$ cat config.mk
export PLATFORM = sky130hd
export DESIGN_NAME = dog_window_gen
export DESIGN_NICKNAME = d
export VERILOG_FILES = /design/src/rtl/dog_window_gen.sv
export SDC_FILE = /design/constraint.sdc
export NUM_CORES = 2
export LEC_CHECK = 0
export ABC_AREA = 0
export CORE_MARGIN = 2
export CORE_UTILIZATION = 36
export CTS_CLUSTER_DIAMETER = 50
export DETAILED_ROUTE_END_ITERATION = 8
export HOLD_SLACK_MARGIN = 0.1
export PLACE_DENSITY = 0.5
export SETUP_SLACK_MARGIN = 0.4
export SYNTH_ARGS = -nofsm -noshare
export SYNTH_HDL_FRONTEND = slang
export SYNTH_SLANG_ARGS = --single-unit
$ cat constraint.sdc
create_clock -name clk -period 22.8 [get_ports clk]
set_input_delay 4.56 -clock clk [delete_from_list [all_inputs] [get_ports clk]]
set_output_delay 4.56 -clock clk [all_outputs]
set_load 0.02 [all_outputs]
$ cat src/rtl/dog_window_gen.sv
// dog_window_gen: KxK sliding-window generator for the DoG feature stage.
// Takes a raster-order signed pixel stream, keeps K-1 previous lines in a
// circular line store and emits one registered KxK neighbourhood per accepted
// pixel whose window lies fully inside the current frame.
module dog_window_gen #(
  parameter int WIDE   = 256,
  parameter int HIGN   = 256,
  parameter int DW     = 8,
  parameter int K      = 3,
  parameter int CNT_DW = 16
) (
  input  logic                  clk,
  input  logic                  rst,
  input  logic                  sof_in,
  input  logic                  valid_in,
  input  logic [DW-1:0]         data_in,
  output logic                  win_valid,
  output logic [K*K*DW-1:0]     win_data,
  output logic [CNT_DW-1:0]     win_x,
  output logic [CNT_DW-1:0]     win_y,
  output logic                  frame_done
);

  localparam int AW   = (WIDE > 1) ? $clog2(WIDE) : 1;
  localparam int HALF = (K - 1) / 2;

  // Position bookkeeping: *_cnt is where the next pixel would land,
  // *_in is the effective position of the pixel on the bus this cycle.
  logic [CNT_DW-1:0] col_cnt, row_cnt;
  logic [CNT_DW-1:0] col_in, row_in;
  logic [CNT_DW-1:0] col_nxt, row_nxt;
  logic [AW-1:0]     addr;
  logic              at_last_col, at_last_row, full_win;

  // One word per column holds all K-1 older rows: word[0] is row-1,
  // word[K-2] is row-K+1. Writing {older taps, data_in} shifts the chain.
  logic [K-2:0][DW-1:0] line_mem [WIDE];
  logic [K-2:0][DW-1:0] tap;

  // Packed so that element (r,c) sits at [(r*K+c)*DW +: DW] of the flat view.
  logic [K-1:0][K-1:0][DW-1:0] win_q, win_d;

  // Effective pixel position: sof forces (0,0), otherwise the running counters.
  always_comb begin
    col_in = sof_in ? '0 : col_cnt;
    row_in = sof_in ? '0 : row_cnt;
    addr   = col_in[AW-1:0];
    at_last_col = (col_in == CNT_DW'(WIDE - 1));
    at_last_row = (row_in == CNT_DW'(HIGN - 1));
    full_win    = (col_in >= CNT_DW'(K - 1)) && (row_in >= CNT_DW'(K - 1));
  end

  // Raster advance with wrap at end of line and end of frame.
  always_comb begin
    col_nxt = col_in + CNT_DW'(1);
    row_nxt = row_in;
    if (at_last_col) begin
      col_nxt = '0;
      row_nxt = at_last_row ? '0 : row_in + CNT_DW'(1);
    end
  end

  // Asynchronous read of the older rows at the current column; the write below
  // lands at the clock edge, so the same-address read sees pre-write data.
  always_comb begin
    tap = line_mem[addr];
  end

  // Next window: shift every row left, load the new column at c=K-1 with the
  // oldest line on top and the incoming pixel at the bottom.
  always_comb begin
    win_d = win_q;
    for (int unsigned r = 0; r < K; r++) begin
      for (int unsigned c = 0; c + 1 < K; c++) begin
        win_d[r][c] = win_q[r][c+1];
      end
    end
    for (int unsigned r = 0; r + 1 < K; r++) begin
      win_d[r][K-1] = tap[K-2-r];
    end
    win_d[K-1][K-1] = data_in;
  end

  // Line store update; contents are deliberately not reset.
  always_ff @(posedge clk) begin
    if (valid_in) begin
      if (K > 3) begin
        line_mem[addr] <= {tap[K-3:0], data_in};
      end else begin
        line_mem[addr] <= {tap[0], data_in};
      end
    end
  end

  // Position counters and window array advance only on accepted pixels.
  always_ff @(posedge clk or negedge rst) begin
    if (!rst) begin
      col_cnt <= '0;
      row_cnt <= '0;
      win_q   <= '0;
    end else if (valid_in) begin
      col_cnt <= col_nxt;
      row_cnt <= row_nxt;
      win_q   <= win_d;
    end
  end

  // Registered outputs: strobes pulse for one cycle, payload holds between windows.
  always_ff @(posedge clk or negedge rst) begin
    if (!rst) begin
      win_valid  <= 1'b0;
      frame_done <= 1'b0;
      win_data   <= '0;
      win_x      <= '0;
      win_y      <= '0;
    end else begin
      win_valid  <= valid_in && full_win;
      frame_done <= valid_in && at_last_col && at_last_row;
      if (valid_in && full_win) begin
        win_data <= win_d;
        win_x    <= col_in - CNT_DW'(HALF);
        win_y    <= row_in - CNT_DW'(HALF);
      end
    end
  end

endmodule

==> flow_summary.ini <==
[die]
rows = 251
io_pins = 118
die_w_um = 689
core_area_um2 = 467000
start_util = 0.361
die_area_um2 = 475000
fp.dieH_um = 689

[run_status]
outcome = finished clean

[yosys]
synth_top_family_by_area = compound AO/OA/AOI/OAI gates
synth_nets = 10800
synth-simple-area-share = 0.0653
synth_cell_type_count = 82
synth_area_per_cell_um2 = 15.6
synth.largest_area_cell = edfxtp_1
synth_edf_count = 4096
syn_inst = 10800
synth_top_area_frac = 0.728
async_flop_share = 0.0434
yosys-top-cells-count = edfxtp_1, nand2_1, nor2_1, mux2i_1, o221ai_1
synth_top_flop_cell = edfxtp_1
synth-xor-area-share = 0.000519
yosys.cell_count.top_type = edfxtp_1
syn_area_um2 = 169000
synth-compound-area-share = 0.106
synthTopCellsByArea = edfxtp_1, nand2_1, dfrtp_1, mux2i_1, mux2_2
ys_warn_count = 0
yosys_register_bits = 4282
synthAdderAreaFrac = 0.000593
synth-seq-area-share = 0.756
synthMuxAreaShare = 0.0491

[setup_path]
cp_max_fo = 82
worst_setup_path_end_kind = flop
path_class = primary input to flop
arrival_ns = 12.53
reg2reg_slack_ns = 13.79
reg2reg_from = col_cnt[0]
crit_chain = buf_8 > nand2b_4 > buf_4 > buf_4 > buf_4 > a311oi_1 > nor4_1 > buf_4 > o22ai_1 > nor4_1 > nand3_4 > buf_4 > buf_4 > mux2_2
max_stage_delay_ns = 0.95
reg2reg_to = line_mem[199][14]
slowest_stage = nor4_1
r2r_cells = 12
cpMostUsedCell = buf_4
cp.required_ns = 23.70
crit_path_start_kind = primary input
crit_start = sof_in

[timing]
fin_crit_sh = 0.510
fin_setup_tns_ns = 0
period_needed_ns = 11.63
maxSlewHeadroom = 0.0570
maxSlewViolCount = 0
setup_viol = 0
setup_ws_ns = 11.17
worst_slew_pin_slew_ns = 1.40
finClkSkew_ns = 0.0914
rsz0062_at_grt = no
max_freq_mhz = 86.0
hold_viol = 0
whs_ns = 0.461

[drt]
viasPerCell = 5.85
drt_iter0_drc = 13100
drcViolationCount = 0
routed_wirelength_mm = 575
firstDrtPassIters = 6
vias = 104000
postRouteAntennaNets = 0
wire_per_inst_um = 32.5

[clock_tree]
clk_latency_ns = 1.04
post_cts_buffers = 0
path_clk_slew_ns = 0.06
cts_tree = built
cts.htree.levels = 5
cts_made_buffers = 472
clockRootBuffer = clkbuf_16
clock-sinks = 4282
cts_resized = 0
cts_buffer_depth = 4
cts_hold_buf = 0

[hold_path]
min_from = win_d[6]
holdPathStages = 2
holdPathEnd = win_data[6]
hp-class = flop to flop

[global_route]
antenna_found_initial = 41
grt_pass1_wl_mm = 795
gr-total-overflow = 0
grt_pass1_vias = 98800
grt_max_degree = 194
track_usage = 0.236

[final_layout]
fin_nets = 11100
fin_util = 0.417
drive_above_1_share = 0.158
final_cell_count_no_fill = 17700
stdcell_area_um2 = 195000
area_growth_pct = 15.3

[placed_design]
post_dp_cell_area_um2 = 179000
hpwl_mm = 327
dp_cells = 16800
io_buffers = 117
post-place-ws_ns = 10.28
gp_congestion = 0.845

[power]
ir_drop_mv = 0.0714
powerDensity_nw_per_um2 = 96.8
fin_total_pwr_mw = 18.8
p_leak_nw = 62.5

[flow_run]
cap_violations = 0
[per-layer routing]
metal / part of all wire / GRT usage / up-vias
li1: - / - / 43500
met4: 0.036 / 0.0768 / 6
met3: 0.091 / 0.0433 / 843
met2: 0.45 / 0.368 / 5164
met1: 0.42 / 0.334 / 54000
met5: 0.000078 / 0 / -
[critical path: cells and delay by family]
kind,cells,cell delay (ns)
AOI/OAI and AO/OA,2,0.31
buffers and inverters,7,3.76
muxes,1,0.39
and+or+nand+nor,4,3.17
[flip-flops by register name (all words and copies together) (netlist names)]
signal / cells
col_cnt: 16
frame_done: 1
line_mem: 4096
row_cnt: 16
win_d: 48
win_data: 72
win_valid: 1
win_x: 16
win_y: 16
[report_power, final]
| part | switching, mW | internal, mW |
|---|---|---|
| Clock | 3.21 | 4.31 |
| Combinational | 1.59 | 0.582 |
| Sequential | 0.103 | 9.04 |
[final cells by class]
type,instances,area (µm²)
Clock inverter,296,2880
Clock buffer,576,12400
Sequential cell,4282,128000
Fill cell,41800,273000
Antenna cell,19,47.5
Inverter,21,103
Tap cell,6198,7750
Timing Repair Buffer,655,5570
Multi-Input combinational cell,5662,38300
[layout by cell type (no fill, tap or decap), types with 22 or more instances in the layout]
cell,count
clkbuf_1,87
a211oi_1,336
edfxtp_1,4096
bufinv_16,37
a31oi_1,199
nor2_1,303
o22ai_1,156
a2bb2oi_1,338
clkinv_1,97
o21ai_1,22
clkdlybuf4s50_1,106
mux2_2,334
buf_4,511
a311oi_1,309
nor4_1,98
clkinvlp_4,28
o221ai_1,405
o21ai_0,381
o41ai_1,29
nand2_1,1286
nor2_2,129
a21oi_1,117
nand3_1,38
and3_1,24
buf_12,24
nor4_2,23
nor3_1,31
clkinv_2,76
nor2b_1,324
mux2i_1,424
dfrtp_1,183
clkbuf_16,477
nand4_1,86
[worst max-delay path by stage]
stage / depth (start not counted) / to
after floorplan: 9 / line_mem[0][15]
after global placement: 14 / win_d[34]
after detailed placement: 14 / win_d[34]
after CTS: 14 / win_d[34]
after global routing: 14 / win_d[34]
final: 14 / win_d[34]
[cell families after synthesis]
kind of cell | Yosys count
buffers and inverters | 858
and+or+nand+nor | 2452
xor gates and xnor gates | 10
adders and majority gates | 8
AOI/OAI and AO/OA | 2413
DFF | 4282
muxes | 779
(Power assumes the default switching activity.)
